**src/rtl/simple_bus_resp_pkg.sv**
```systemverilog
// simple_bus_resp_pkg: shared state type, default parameters and counter width
package simple_bus_resp_pkg;
    typedef enum logic [1:0] {IDLE, WAIT, RESP} sbr_state_t;
    localparam int DEF_ADDR_W   = 4;
    localparam int DEF_DATA_W   = 32;
    localparam int DEF_REG_NUM  = 12;
    localparam int DEF_WAIT_CYC = 2;
    localparam int CNT_W        = 8;
endpackage

```
**src/rtl/simple_bus_resp_rf.sv**
```systemverilog
// simple_bus_resp_rf: register array with byte-enable writes; out-of-range reads 0
module simple_bus_resp_rf
    import simple_bus_resp_pkg::*;
#(
    parameter int ADDR_W  = DEF_ADDR_W,
    parameter int DATA_W  = DEF_DATA_W,
    parameter int REG_NUM = DEF_REG_NUM
) (
    input  logic                clk,
    input  logic                resetn,
    input  logic                wr_en_i,
    input  logic [ADDR_W-1:0]   addr_i,
    input  logic [DATA_W-1:0]   wdata_i,
    input  logic [DATA_W/8-1:0] be_i,
    output logic [DATA_W-1:0]   rdata_o
);
    logic [DATA_W-1:0] regs_q [REG_NUM];
    logic hit;
    assign hit = int'(addr_i) < REG_NUM;
    assign rdata_o = hit ? regs_q[addr_i] : '0;
    always_ff @(posedge clk) begin
        if (!resetn) begin
            for (int i = 0; i < REG_NUM; i++) regs_q[i] <= '0;
        end else if (wr_en_i && hit) begin
            for (int b = 0; b < DATA_W/8; b++)
                if (be_i[b]) regs_q[addr_i][8*b +: 8] <= wdata_i[8*b +: 8];
        end
    end
endmodule

```
**src/rtl/simple_bus_resp.sv**
```systemverilog
// simple_bus_resp: register-file bus responder with WAIT_CYC wait states.
// Define SIMPLE_BUS_RESP_ERR_EN to add the resp_err out-of-range flag.
module simple_bus_resp
    import simple_bus_resp_pkg::*;
#(
    parameter int ADDR_W   = DEF_ADDR_W,
    parameter int DATA_W   = DEF_DATA_W,
    parameter int REG_NUM  = DEF_REG_NUM,
    parameter int WAIT_CYC = DEF_WAIT_CYC
) (
    input  logic                clk,
    input  logic                resetn,
    input  logic                req_vld,
    output logic                req_rdy,
    input  logic                req_we,
    input  logic [ADDR_W-1:0]   req_addr,
    input  logic [DATA_W-1:0]   req_wdata,
    input  logic [DATA_W/8-1:0] req_be,
    output logic                resp_vld,
    input  logic                resp_rdy,
    output logic [DATA_W-1:0]   resp_rdata
`ifdef SIMPLE_BUS_RESP_ERR_EN
    ,
    output logic                resp_err
`endif
);
    sbr_state_t state_q, state_d;
    logic [CNT_W-1:0] cnt_q, cnt_d;
    logic en_q;
    logic we_q;
    logic [ADDR_W-1:0] addr_q;
    logic [DATA_W-1:0] wdata_q, rdata_q, rdata_d, rf_rdata;
    logic [DATA_W/8-1:0] be_q;
    logic accept, exec, x_we;
    logic [ADDR_W-1:0] x_addr;
    logic [DATA_W-1:0] x_wdata;
    logic [DATA_W/8-1:0] x_be;

    assign req_rdy    = en_q && state_q == IDLE;
    assign accept     = req_vld && req_rdy;
    assign resp_vld   = state_q == RESP;
    assign resp_rdata = rdata_q;
    // a zero-wait access executes on the accept edge, straight from the request fields
    assign x_we    = state_q == IDLE ? req_we    : we_q;
    assign x_addr  = state_q == IDLE ? req_addr  : addr_q;
    assign x_wdata = state_q == IDLE ? req_wdata : wdata_q;
    assign x_be    = state_q == IDLE ? req_be    : be_q;
    assign rdata_d = exec ? (x_we ? '0 : rf_rdata) : rdata_q;

    always_comb begin
        state_d = state_q;
        cnt_d   = cnt_q;
        exec    = 1'b0;
        case (state_q)
            IDLE: if (accept) begin
                cnt_d   = CNT_W'(WAIT_CYC);
                exec    = WAIT_CYC == 0;
                state_d = WAIT_CYC == 0 ? RESP : WAIT;
            end
            WAIT: begin
                cnt_d = cnt_q - CNT_W'(1);
                if (cnt_q == CNT_W'(1)) begin
                    exec    = 1'b1;
                    state_d = RESP;
                end
            end
            RESP: if (resp_rdy) state_d = IDLE;
            default: state_d = IDLE;
        endcase
    end

    always_ff @(posedge clk) begin
        if (!resetn) begin
            state_q <= IDLE;
            cnt_q   <= '0;
            en_q    <= 1'b0;
            rdata_q <= '0;
            we_q    <= 1'b0;
            addr_q  <= '0;
            wdata_q <= '0;
            be_q    <= '0;
        end else begin
            state_q <= state_d;
            cnt_q   <= cnt_d;
            en_q    <= 1'b1;
            rdata_q <= rdata_d;
            if (accept) begin
                we_q    <= req_we;
                addr_q  <= req_addr;
                wdata_q <= req_wdata;
                be_q    <= req_be;
            end
        end
    end

    simple_bus_resp_rf #(
        .ADDR_W (ADDR_W),
        .DATA_W (DATA_W),
        .REG_NUM(REG_NUM)
    ) u_rf (
        .clk    (clk),
        .resetn (resetn),
        .wr_en_i(exec && x_we),
        .addr_i (x_addr),
        .wdata_i(x_wdata),
        .be_i   (x_be),
        .rdata_o(rf_rdata)
    );

`ifdef SIMPLE_BUS_RESP_ERR_EN
    logic err_q;
    always_ff @(posedge clk) begin
        if (!resetn) err_q <= 1'b0;
        else if (exec) err_q <= int'(x_addr) >= REG_NUM;
    end
    assign resp_err = resp_vld && err_q;
`endif
endmodule

```
**config.mk**
```make
export PLATFORM = sky130hd
export DESIGN_NAME = simple_bus_resp
export DESIGN_NICKNAME = d
export VERILOG_FILES = /design/src/rtl/simple_bus_resp_pkg.sv /design/src/rtl/simple_bus_resp_rf.sv /design/src/rtl/simple_bus_resp.sv
export SDC_FILE = /design/constraint.sdc
export NUM_CORES = 1
export LEC_CHECK = 0
export CELL_PAD_IN_SITES_DETAIL_PLACEMENT = 1
export CELL_PAD_IN_SITES_GLOBAL_PLACEMENT = 2
export CORE_ASPECT_RATIO = 1.1
export CORE_MARGIN = 8
export CORE_UTILIZATION = 40
export CTS_CLUSTER_SIZE = 28
export DETAILED_ROUTE_END_ITERATION = 8
export DONT_BUFFER_PORTS = 1
export PLACE_DENSITY = 0.73
export SKIP_CTS_REPAIR_TIMING = 1
export SYNTH_ARGS = -nofsm -noshare
export SYNTH_HDL_FRONTEND = slang
export SYNTH_HIERARCHICAL = 1
export SYNTH_SLANG_ARGS = --single-unit
```
**constraint.sdc**
```tcl
create_clock -name clk -period 2.8 [get_ports clk]
set_input_delay 0.84 -clock clk [delete_from_list [all_inputs] [get_ports clk]]
set_output_delay 0.84 -clock clk [all_outputs]
set_load 0.02 [all_outputs]
```
# After elaboration in Yosys (flattened, before gate mapping)
# Memories as Yosys holds them, arrays and structs flattened.
# Index checks and enable logic that the tools add are counted.
# totals
n_memories,1
reg_bits,84
ram_bits,384
inputBits,45
out_inout_bits,34
word_cells,61
# op_classes
eq_ne,6
magnitude_cmp,1
muxes,35
add_sub_neg,1
reduce_logical,9
# memory_table
name,words,width,read_ports,rd_clocked_by_memory_dff,write_ports,line_no,source
u_rf.regs_q,12,32,1,0,12,simple_bus_resp_rf.sv:17,logic [DATA_W-1:0] regs_q [REG_NUM];
# ops
operator,count
2-to-1 mux 32 bit,4
OR reduction 32 bit,1
2-to-1 mux 1 bit,21
2-to-1 mux 4 bit,4
case mux 8 bit (2 select lines),1
"== test 8 x 1 -> 1 bit, second input constant",1
2-to-1 mux 8 bit,1
"subtractor 8 x 1 -> 8 bit, second input constant",1
2-to-1 mux 2 bit,3
case mux 2 bit (3 select lines),1
logical AND 1 bit,4
"< comparator 4 bit, second input constant",1
"inequality test 2 bit, second input constant",2
AND reduction 3 bit,1
"== test 2 x 1 -> 1 bit, second input constant",1
"== test 2 bit, second input constant",1
logical NOT 2 bit,1
"inequality test 2 x 1 -> 1 bit, second input constant",1
AND reduction 2 bit,1
nonzero test 2 bit,1

# Depth between registers and ports, before layout
# logic_depth
word_depth,10
mapped_depth,13
depth_no_buf,8

# Hierarchy
# Netlist, hierarchy kept.
# by_module_without_submodules
module,area_per_inst_um2,cells_each,instances,seq_area_each_um2
simple_bus_resp_rf,16756.1,1185,1,11531.1
simple_bus_resp,3887.5,435,1,1681.6

# Least setup slack after synthesis
# Ideal clock, no wire load.
# synth_path
path_kind,reg-to-reg
from,register state_q[1]
to,"memory u_rf/regs_q[2][0] in the netlist's numbering, enable pin"
arrival_ps,2723
setup_time_ps,384
required_ps,2416
slack_ps,-307
synth_period_minus_slack_ps,3107
path_stages_with_launch,10
path_buffers,4
cell_sequence,dfxtp_1 > buf_2 > nor2_1 > buf_2 > mux2_2 > buf_4 > buf_4 > and2b_1 > nand2_2 > o21ai_0
# synth_rtl
item,line_no,source
"start, declared",simple_bus_resp.sv:27,"sbr_state_t state_q, state_d;"
"start signal, assigned",simple_bus_resp.sv:83,state_q <= state_d;
"end, declared",simple_bus_resp_rf.sv:17,

==> impl_metrics.ini <==
[run_status]
status = complete, no violations

[floorplan]
die-width_microns = 232.6
ios = 79
die_h_microns = 254.3
rows = 87
dieArea_sq_um = 59140
start_util_pct = 40.35
coreArea_sq_um = 51160

[grt]
grt_use_total_pct = 19.39
grt_pass1_vias = 14080
antenna_found_initial = 1
grt_max_degree = 128
overflow = 0
grt_pass1_wl_microns = 88040

[detailed_routing]
drtPass1Iterations = 5
routed_wl_microns = 57710
drt_iter0_drc = 1077
avgRoutedWirePerCell_microns = 24.33
vias = 13220
drt-vias-per-instance = 5.574
drc = 0
antenna_left = 0

[place]
dpl_worst_slack_ns = 0.06146
port_buffers = 0
place.gp.congestion = 0.7933
dp_hpwl_microns = 39880
placed_area_sq_um = 22080

[synthesis]
synth_top_area_share_pct = 55.86
synth_edf_count = 384
yosysSeqAreaShare_pct = 64.00
synth.avg_cell_area_sq_um = 12.74
synthArstFlopShare_pct = 0
syn-cell-area_sq_um = 20640
ys_types = 43
syn_nets = 1667
synthFlopType = edfxtp_1
ys_ff_latch = 468
ys_warn_count = 6
yosysTopAreaCell = edfxtp_1
ys_top_cells_by_area = edfxtp_1 56%, mux4_2 10%, dfxtp_1 8.1%
netlist_instances = 1620

[timing]
finalHoldViolCount = 0
slew_headroom_pct = 56.47
worst_pin_slew_ns = 0.6525
rsz0062_at_grt = no
period_share_pct = 93.05
fmax_mhz = 383.8
clock_skew_ns = 0.02507
period_needed_ns = 2.605
tns_ns = 0
setup_viol = 0
layout_setup_ws_ns = 0.1947
fin_hold_ws_ns = 0.2931
drv_slew = 0

[clock_tree]
htreeDepth = 2
cts_sinks = 468
worstSkewPairLatency_ns = 0.57
clockBufferDepth = 3
clk_pin_slew_ns = 0.06
cts_tree = done
clockRootBuffer = clkbuf_16
cts_buffers = 48

[power]
swShare_pct = 23.58
combPwrFrac_pct = 9.8
ir_drop_uv = 472.7
p_leak_nw = 8.039
p_int_mw = 11.81
p_clk_share_pct = 39.6
p_sw_mw = 3.642
powerDensity_nw_per_um2 = 654.6
seq_power_share_pct = 50.7

[setup_path]
criticalPathCategory = reg2reg
reg2reg_depth = 9
worst_ep_arrival_time_ns = 2.87
critPathLaunchType = register
required_ns = 3.06
crit_path_end_kind = register
critPathMaxFanout = 12

[cells_and_area]
n_antenna_cell = 0
fin_util_pct = 46.12
layout-drive-gt1-share_pct = 22.05
area_delta_synth_final_pct = 14.30
final_nets = 1717
final_area_sq_um = 23600

[worst_hold_path]
hp-class = in2reg
worstHoldPathCells = 0

[job]
drv_cap = 0
## stage by stage
stage / std cells / power, mW
floorplan: 1620 / 8.929
global placement: 2283 / 9.435
detailed placement: 2283 / 9.477
CTS: 2368 / 15.59
global route: 2372 / 15.93
finish: 2372 / 15.45
## synth_stat cells (all sizes together) (2+ instances only)
cell type and instances:
a21boi 31, a21oi 13, a22oi 32, a31o 33
a31oi 32, and2 3, and2b 2, and3 2
buf 97, clkbuf 65, dfxtp 84, edfxtp 384
ha 2, inv 4, mux2 40, mux2i 2
mux4 96, nand2 190, nand2b 3, nand3 18
nand4 24, nand4bb 2, nor2 390, nor2b 5
nor3b 2, o2111ai 2, o21a 4, o21ai 48
o41ai 2
## metal layers
layer	part of all wire, %	up-vias	routed length (microns)	global-route usage [%]
met3	6.1	66	3539	3.982
met2	50	294	28820	33.51
li1	-	5965	-	-
met1	42	6897	24250	24.68
met5	0	-	0	0
met4	1.9	0	1100	5.114
## power by group through the flow
stage	Combinational, mW	Sequential, mW	Clock, mW
3_5_place_dp	1.50	7.97	0
5_1_grt	1.62	7.85	6.47
6_report	1.51	7.83	6.11
3_3_place_gp	1.48	7.96	0
2_1_floorplan	1.00	7.93	0
4_1_cts	1.51	7.83	6.26
## worst paths after layout
| check | from | to | slack (ns) |
|---|---|---|---|
| worst min-delay path | resetn | en_q | 0.29 |
| worst max-delay path | cnt_q[0] | u_rf/regs_q[5][3] | 0.19 |
| worst min register to register | wdata_q[12] | wdata_q[12] | 0.45 |
| worst max register to register | cnt_q[0] | u_rf/regs_q[5][3] | 0.19 |
## flip-flops by register name, summed over array words and instances, names as in the netlist
signal / cells
resp_rdata: 32
state_q: 2
we_q: 1
en_q: 1
be_q: 4
addr_q: 4
u_rf/regs_q: 384
wdata_q: 32
cnt_q: 8
## cells in the final DEF (no fill, tap or decap), types with 10 or more instances in the layout
master     instances
nor2_1           388
edfxtp_1         384
nand2_1          187
buf_4            151
mux4_2            96
dfxtp_1           84
clkbuf_16         49
mux2_2            39
a31o_1            33
a31oi_1           32
a22oi_1           32
a21boi_1          30
o21ai_0           26
nand4_1           24
o21ai_1           22
nand3_1           18
a21oi_1           13
clkbuf_1          10
clkinv_1          10
buf_12            10
## layout make-up
cell class / count / area [sq um]
Clock buffer: 65 / 1314
Clock inverter: 20 / 153.9
Fill cell: 5201 / 27570
Inverter: 4 / 15.01
Multi-Input combinational cell: 987 / 6733
Sequential cell: 468 / 13210
Tap cell: 667 / 834.6
Timing Repair Buffer: 161 / 1334
## logic make-up after synthesis
kind of cell	share of synthesized area (%)
AND/OR/NAND/NOR	12.67
flip-flops	64.00
AO/OA/AOI/OAI	6.600
buffers and inverters	3.849
multiplexers	12.75
adder cells (fa/ha/maj)	0.1212
## worst max-delay path: stages, from the launching register on
cell and delay (ns):
dfxtp_1 0.38, ha_1 0.20, nor3b_4 0.19, and3_1 0.22
and2_1 0.16, and2_1 0.31, nand3_1 0.19, buf_4 0.24
o21ai_0 0.19, buf_4 0.21
Power figures use the tool's default switching activity.
